$ cat src/rtl/generic_dual_port_ram_clr.sv
// Simple-dual-port RAM with per-lane write mask, selectable read-during-write
// behaviour, optional output register and a built-in clear sweep engine.
module generic_dual_port_ram_clr #(
    parameter int                    DATA_WIDTH    = 16,
    parameter int                    ADDRESS_WIDTH = 8,
    parameter int                    BYTE_WIDTH    = 8,
    parameter int                    RDW_MODE      = 0,
    parameter int                    OUTPUT_REG    = 0,
    parameter logic [DATA_WIDTH-1:0] CLEAR_VALUE   = {DATA_WIDTH{1'b0}}
) (
    input  logic                             clk,
    input  logic                             rst,
    input  logic                             clear_req,
    output logic                             busy,
    input  logic                             wr_en,
    input  logic [ADDRESS_WIDTH-1:0]         wr_addr,
    input  logic [DATA_WIDTH-1:0]            wr_data,
    input  logic [DATA_WIDTH/BYTE_WIDTH-1:0] wr_mask,
    input  logic                             rd_en,
    input  logic [ADDRESS_WIDTH-1:0]         rd_addr,
    output logic [DATA_WIDTH-1:0]            rd_data,
    output logic                             rd_valid
);

    localparam int NB    = DATA_WIDTH / BYTE_WIDTH;
    localparam int DEPTH = 1 << ADDRESS_WIDTH;
    localparam bit USE_NEW_DATA = (RDW_MODE != 32'sd0);
    localparam bit USE_OUT_REG  = (OUTPUT_REG != 32'sd0);
    // clr_addr carries one spare bit so the terminal count never wraps.
    localparam logic [ADDRESS_WIDTH:0] CLR_LAST = {1'b0, {ADDRESS_WIDTH{1'b1}}};
    localparam logic [ADDRESS_WIDTH:0] CLR_ZERO = {(ADDRESS_WIDTH+1){1'b0}};
    localparam logic [ADDRESS_WIDTH:0] CLR_ONE  = {{ADDRESS_WIDTH{1'b0}}, 1'b1};

    typedef enum logic [0:0] {
        ST_IDLE  = 1'b0,
        ST_CLEAR = 1'b1
    } state_t;

    logic [DATA_WIDTH-1:0]    mem_q [0:DEPTH-1];

    state_t                   state_q, state_d;
    logic [ADDRESS_WIDTH:0]   clr_addr_q, clr_addr_d;
    logic                     busy_q, busy_d;
    logic [DATA_WIDTH-1:0]    rd_data1_q, rd_data1_d;
    logic                     rd_valid1_q, rd_valid1_d;
    logic [DATA_WIDTH-1:0]    rd_data2_q, rd_data2_d;
    logic                     rd_valid2_q, rd_valid2_d;

    logic [NB-1:0]            mem_lane_we_s;
    logic [ADDRESS_WIDTH-1:0] mem_addr_s;
    logic [DATA_WIDTH-1:0]    mem_wdata_s;
    logic                     wr_accept_s;
    logic                     rd_accept_s;
    logic                     rdw_hit_s;
    logic [DATA_WIDTH-1:0]    rd_word_s;
    logic [DATA_WIDTH-1:0]    rd_merge_s;

    // Sweep/idle sequencing and arbitration of the single array write port.
    always_comb begin
        state_d       = state_q;
        clr_addr_d    = clr_addr_q;
        mem_lane_we_s = {NB{1'b0}};
        mem_addr_s    = wr_addr;
        mem_wdata_s   = wr_data;
        wr_accept_s   = 1'b0;
        rd_accept_s   = 1'b0;
        case (state_q)
            ST_CLEAR: begin
                mem_lane_we_s = {NB{1'b1}};
                mem_addr_s    = clr_addr_q[ADDRESS_WIDTH-1:0];
                mem_wdata_s   = CLEAR_VALUE;
                if (clr_addr_q == CLR_LAST) begin
                    state_d    = ST_IDLE;
                    clr_addr_d = CLR_ZERO;
                end else begin
                    clr_addr_d = clr_addr_q + CLR_ONE;
                end
            end
            ST_IDLE: begin
                wr_accept_s = wr_en;
                rd_accept_s = rd_en;
                if (wr_en) begin
                    mem_lane_we_s = wr_mask;
                end else begin
                    mem_lane_we_s = {NB{1'b0}};
                end
                if (clear_req) begin
                    state_d    = ST_CLEAR;
                    clr_addr_d = CLR_ZERO;
                end else begin
                    state_d    = ST_IDLE;
                end
            end
            default: begin
                state_d    = ST_CLEAR;
                clr_addr_d = CLR_ZERO;
            end
        endcase
        busy_d = (state_d == ST_CLEAR);
    end

    // Read path: optional same-address bypass, then one or two pipeline stages.
    always_comb begin
        rd_word_s  = mem_q[rd_addr];
        rdw_hit_s  = rd_accept_s && wr_accept_s && (wr_addr == rd_addr);
        rd_merge_s = rd_word_s;
        for (int i = 0; i < NB; i++) begin
            if (USE_NEW_DATA && rdw_hit_s && wr_mask[i]) begin
                rd_merge_s[i*BYTE_WIDTH +: BYTE_WIDTH] = wr_data[i*BYTE_WIDTH +: BYTE_WIDTH];
            end else begin
                rd_merge_s[i*BYTE_WIDTH +: BYTE_WIDTH] = rd_word_s[i*BYTE_WIDTH +: BYTE_WIDTH];
            end
        end
        rd_valid1_d = rd_accept_s;
        if (rd_accept_s) begin
            rd_data1_d = rd_merge_s;
        end else begin
            rd_data1_d = rd_data1_q;
        end
        // The second stage keeps draining during a sweep so in-flight reads complete.
        rd_valid2_d = rd_valid1_q;
        if (rd_valid1_q) begin
            rd_data2_d = rd_data1_q;
        end else begin
            rd_data2_d = rd_data2_q;
        end
    end

    // Array write port; contents are not reset, the sweep initialises them.
    always_ff @(posedge clk) begin
        for (int i = 0; i < NB; i++) begin
            if (mem_lane_we_s[i]) begin
                mem_q[mem_addr_s][i*BYTE_WIDTH +: BYTE_WIDTH] <= mem_wdata_s[i*BYTE_WIDTH +: BYTE_WIDTH];
            end
        end
    end

    // Control state and read pipeline registers.
    always_ff @(posedge clk or posedge rst) begin
        if (rst) begin
            state_q     <= ST_CLEAR;
            clr_addr_q  <= CLR_ZERO;
            busy_q      <= 1'b1;
            rd_data1_q  <= {DATA_WIDTH{1'b0}};
            rd_valid1_q <= 1'b0;
            rd_data2_q  <= {DATA_WIDTH{1'b0}};
            rd_valid2_q <= 1'b0;
        end else begin
            state_q     <= state_d;
            clr_addr_q  <= clr_addr_d;
            busy_q      <= busy_d;
            rd_data1_q  <= rd_data1_d;
            rd_valid1_q <= rd_valid1_d;
            rd_data2_q  <= rd_data2_d;
            rd_valid2_q <= rd_valid2_d;
        end
    end

    assign busy     = busy_q;
    assign rd_data  = USE_OUT_REG ? rd_data2_q  : rd_data1_q;
    assign rd_valid = USE_OUT_REG ? rd_valid2_q : rd_valid1_q;

endmodule

$ cat config.mk
export PLATFORM = sky130hd
export DESIGN_NAME = generic_dual_port_ram_clr
export DESIGN_NICKNAME = d
export VERILOG_FILES = /design/src/rtl/generic_dual_port_ram_clr.sv
export SDC_FILE = /design/constraint.sdc
export NUM_CORES = 2
export LEC_CHECK = 0
export CAP_MARGIN = 20
export CORE_ASPECT_RATIO = 1.25
export CORE_MARGIN = 5
export CORE_UTILIZATION = 63
export DETAILED_ROUTE_END_ITERATION = 12
export PLACE_DENSITY = 0.77
export SLEW_MARGIN = 20
export SYNTH_ARGS = -nofsm -noshare
export SYNTH_HDL_FRONTEND = slang
export SYNTH_SLANG_ARGS = --single-unit
$ cat constraint.sdc
create_clock -name clk -period 9.6 [get_ports clk]
set_input_delay 1.44 -clock clk [delete_from_list [all_inputs] [get_ports clk]]
set_output_delay 1.44 -clock clk [all_outputs]
set_load 0.1 [all_outputs]
==> key figures <==
Status
  – Status: completed

Clocking
  – Hold-fix buffers at CTS: 0
  – Bufs on Longest Clock Path: 4
  – Skew-Pair Late Insertion Delay: 910 ps
  – Postcts setup bufs: 0
  – CTS tree: built
  – Cts repair resizes: 0
  – Reg clk slew, reported paths: 70 ps
  – Root Driver: clkbuf_16
  – H-Tree Depth: 5
  – Inserted Clock Buffers: 365
  – TritonCTS Sinks: 4123

Layout
  – Share of layout cells above drive strength 1: 0.177
  – Area grow syn2layout: 9.10%
  – Final #Nets: 8026
  – Fill cells: 14871
  – Post-layout util: 0.691

Global route
  – GRT Util Overall: 0.314
  – Overflow after GRT: 0
  – Largest net degree at the start of global routing: 217
  – First-pass GRT wire length: 602 mm
  – Vias in the first global route: 83138
  – Initial antenna violation count: 22

STA
  – Final Slew Violations: 0
  – Setup_tns: 0 ps
  – Worst-Margin Slew: 1370 ps
  – Layout Skew: 53.7 ps
  – Final Setup Violations: 0
  – Slew headroom: 0.0839
  – Final worst setup slack: 4380 ps
  – RSZ-0062 raised after global routing: false
  – Final min period: 5220 ps
  – Tcrit/Tclk final: 0.544
  – Maximum clock rate: 192 MHz
  – Final-report hold violation count: 0

Floorplan
  – Cell row count: 207
  – Die W: 463 um
  – Die H: 576 um
  – Starting Density: 0.634
  – Core outline area: 255000 sq um
  – I/O Pins: 57
  – DIE AREA: 267000 sq um

Route
  – Routed len/inst: 36.1 um
  – DRC: 0
  – Routed vias/inst: 7.13
  – Iter 0 DRT Violations: 11946
  – Final WL: 420 mm
  – Pre-Repair DR Iteration Count: 8
  – Post-route antenna net violation count: 0
  – Via count: 82942

Synthesis
  – Seq cells post-synth: 4123
  – Ys async rst share: 0.00655
  – Post-Syn Instances: 7901
  – Dominant cell type by area after synthesis: edfxtp_1
  – Synthesized area: 162000 sq um
  – Sequential area share after synthesis: 0.766
  – Syn_area_per_cell: 20.4 sq um
  – Top cell type's share of synthesized area: 0.762
  – Yosys warning total: 0
  – Post-synth cell types: 76
  – Largest cells by area after synthesis: edfxtp_1 76%, mux4_2 9.1%, mux2i_1 4.2%, nor2_1 1.3%, mux4_1 1.1%
  – Syn Nets: 7941
  – Post-synth EDFFs: 4096
  – Ys flop type: edfxtp_1

Worst setup path
  – FF-to-FF setup slack: 5220 ps
  – Crit end category: flop
  – Setup Crit Path Kind: in2reg
  – Crit path launch type: input port
  – Slowest CP cell: nor2_4
  – Start point of the critical path: rd_addr[2]
  – Critical Path AT: 6010 ps
  – FF-to-FF path depth: 7
  – Worst r2r src: busy
  – Critical path's largest stage delay: 730 ps
  – CP cell instances: buf_8, buf_4, nor2_4, buf_4, buf_4, a22oi_1, and3_1, a2111oi_2, nand4b_1, o211ai_1
  – CP most frequent cell: buf_4
  – CP Data Required Time: 10390 ps
  – Crit-path max FO: 65

Power and ir drop
  – Leakage: 54.9 nW
  – Power Density: 200 nW/um^2
  – Total Power: 35.2 mW
  – Peak supply drop: 170 uV

Placed design
  – Place WS: 3820 ps
  – Hpwl dp: 245 mm
  – GP Congestion: 0.872
  – Count of buffers from port buffering: 56

Hold path
  – Hold Path Cell Cnt: 2
  – Min-delay worst type: reg2reg
  – Startpoint of the worst hold path: clr_addr_q[8]

Run
  – Max capacitance violation total: 0
stage by stage:
stage	instances	hold slack, ps	cell area (sq um)
floorplan	7901	477	162000
global placement	10954	488	164000
detailed placement	10960	506	165000
CTS	11606	511	176000
global route	11611	553	176000
finish	11635	516	176000
area by class of cell:
| cell class | count | area, sq um | share of cell area |
|---|---|---|---|
| diodes | 26 | 65.1 | 0.000369 |
| clock buffers | 434 | 9520 | 0.0540 |
| clock inverters | 212 | 1990 | 0.0113 |
| inverters | 14 | 60.1 | 0.000341 |
| multi-input cells | 3264 | 34500 | 0.196 |
| flip-flops and latches | 4123 | 124000 | 0.702 |
| well taps | 3344 | 4180 | 0.0237 |
| repair buffers | 218 | 2230 | 0.0126 |
synthesized netlist by cell type (10+ instances only):
cell and instances:
buf_12 24, mux4_2 652, o211ai_1 15, buf_2 94
nand2_1 178, buf_4 34, inv_1 13, nor4b_1 12
o21ai_0 100, a22oi_1 69, nand3_1 41, a221oi_1 40
a21oi_1 120, a31oi_1 10, o2111ai_1 16, mux2_2 71
edfxtp_1 4096, a211oi_1 31, o22a_1 16, buf_8 48
nor2b_1 24, mux2i_1 671, clkbuf_1 189, and3_1 16
dfrtp_1 26, o22ai_1 173, nor2_1 569, buf_1 40
nor3_1 45, nand4_1 14, o221ai_1 126, clkbuf_8 12
buf_6 59, a2111oi_0 44, mux4_1 70, a22o_1 27
power by group:
part           total (mW)  internal [mW]  switching, mW  leakage (nW)
Sequential           19.5           19.5         0.0193          36.5
Combinational        1.33          0.492          0.836          12.8
Clock                14.4           8.02           6.36          5.59
Total                35.2           28.0           7.21          54.9
placed cells by master, fill, tap and decap left out, types with 88 or more instances in the layout:
cell type / instances
nand2_1: 162
edfxtp_1: 4096
o21ai_0: 100
o221ai_1: 126
o22ai_1: 173
mux4_2: 652
nor2_1: 565
clkinv_1: 88
clkbuf_16: 371
a21oi_1: 120
buf_4: 126
mux2i_1: 670
worst max-delay path: cells and delay by family:
kind | cells | cell delay, ps
buffers and inverters | 4 | 1640
and+or+nand+nor | 3 | 1700
AOI/OAI and AO/OA | 3 | 910
logic make-up after synthesis:
logic type               synth area share
flip-flops                          0.766
multiplexers                        0.149
AND/OR/NAND/NOR                    0.0252
AO/OA/AOI/OAI                      0.0373
buffers and inverters              0.0227
XOR/XNOR                        0.0000542
adder cells (fa/ha/maj)         0.0000775
sequential cells by signal, summed over array words and instances (netlist names):
name        cells
mem_q        4096
rd_data        16
clr_addr_q      9
busy            1
rd_valid        1
metal layers:
layer	share of wire	global-route usage
met5	0.00030	0
met4	0.076	0.199
met3	0.11	0.0670
met2	0.48	0.496
met1	0.33	0.406
path summary, 6_finish.rpt:
check | endpoint
worst max-delay path | rd_data[8]
worst min-delay path | clr_addr_q[8]
worst max register to register | mem_q[20][9]
worst min register to register | clr_addr_q[8]
max in group asynchronous | clr_addr_q[1]
min in group asynchronous | rd_valid
Power figures use the tool's default switching activity.
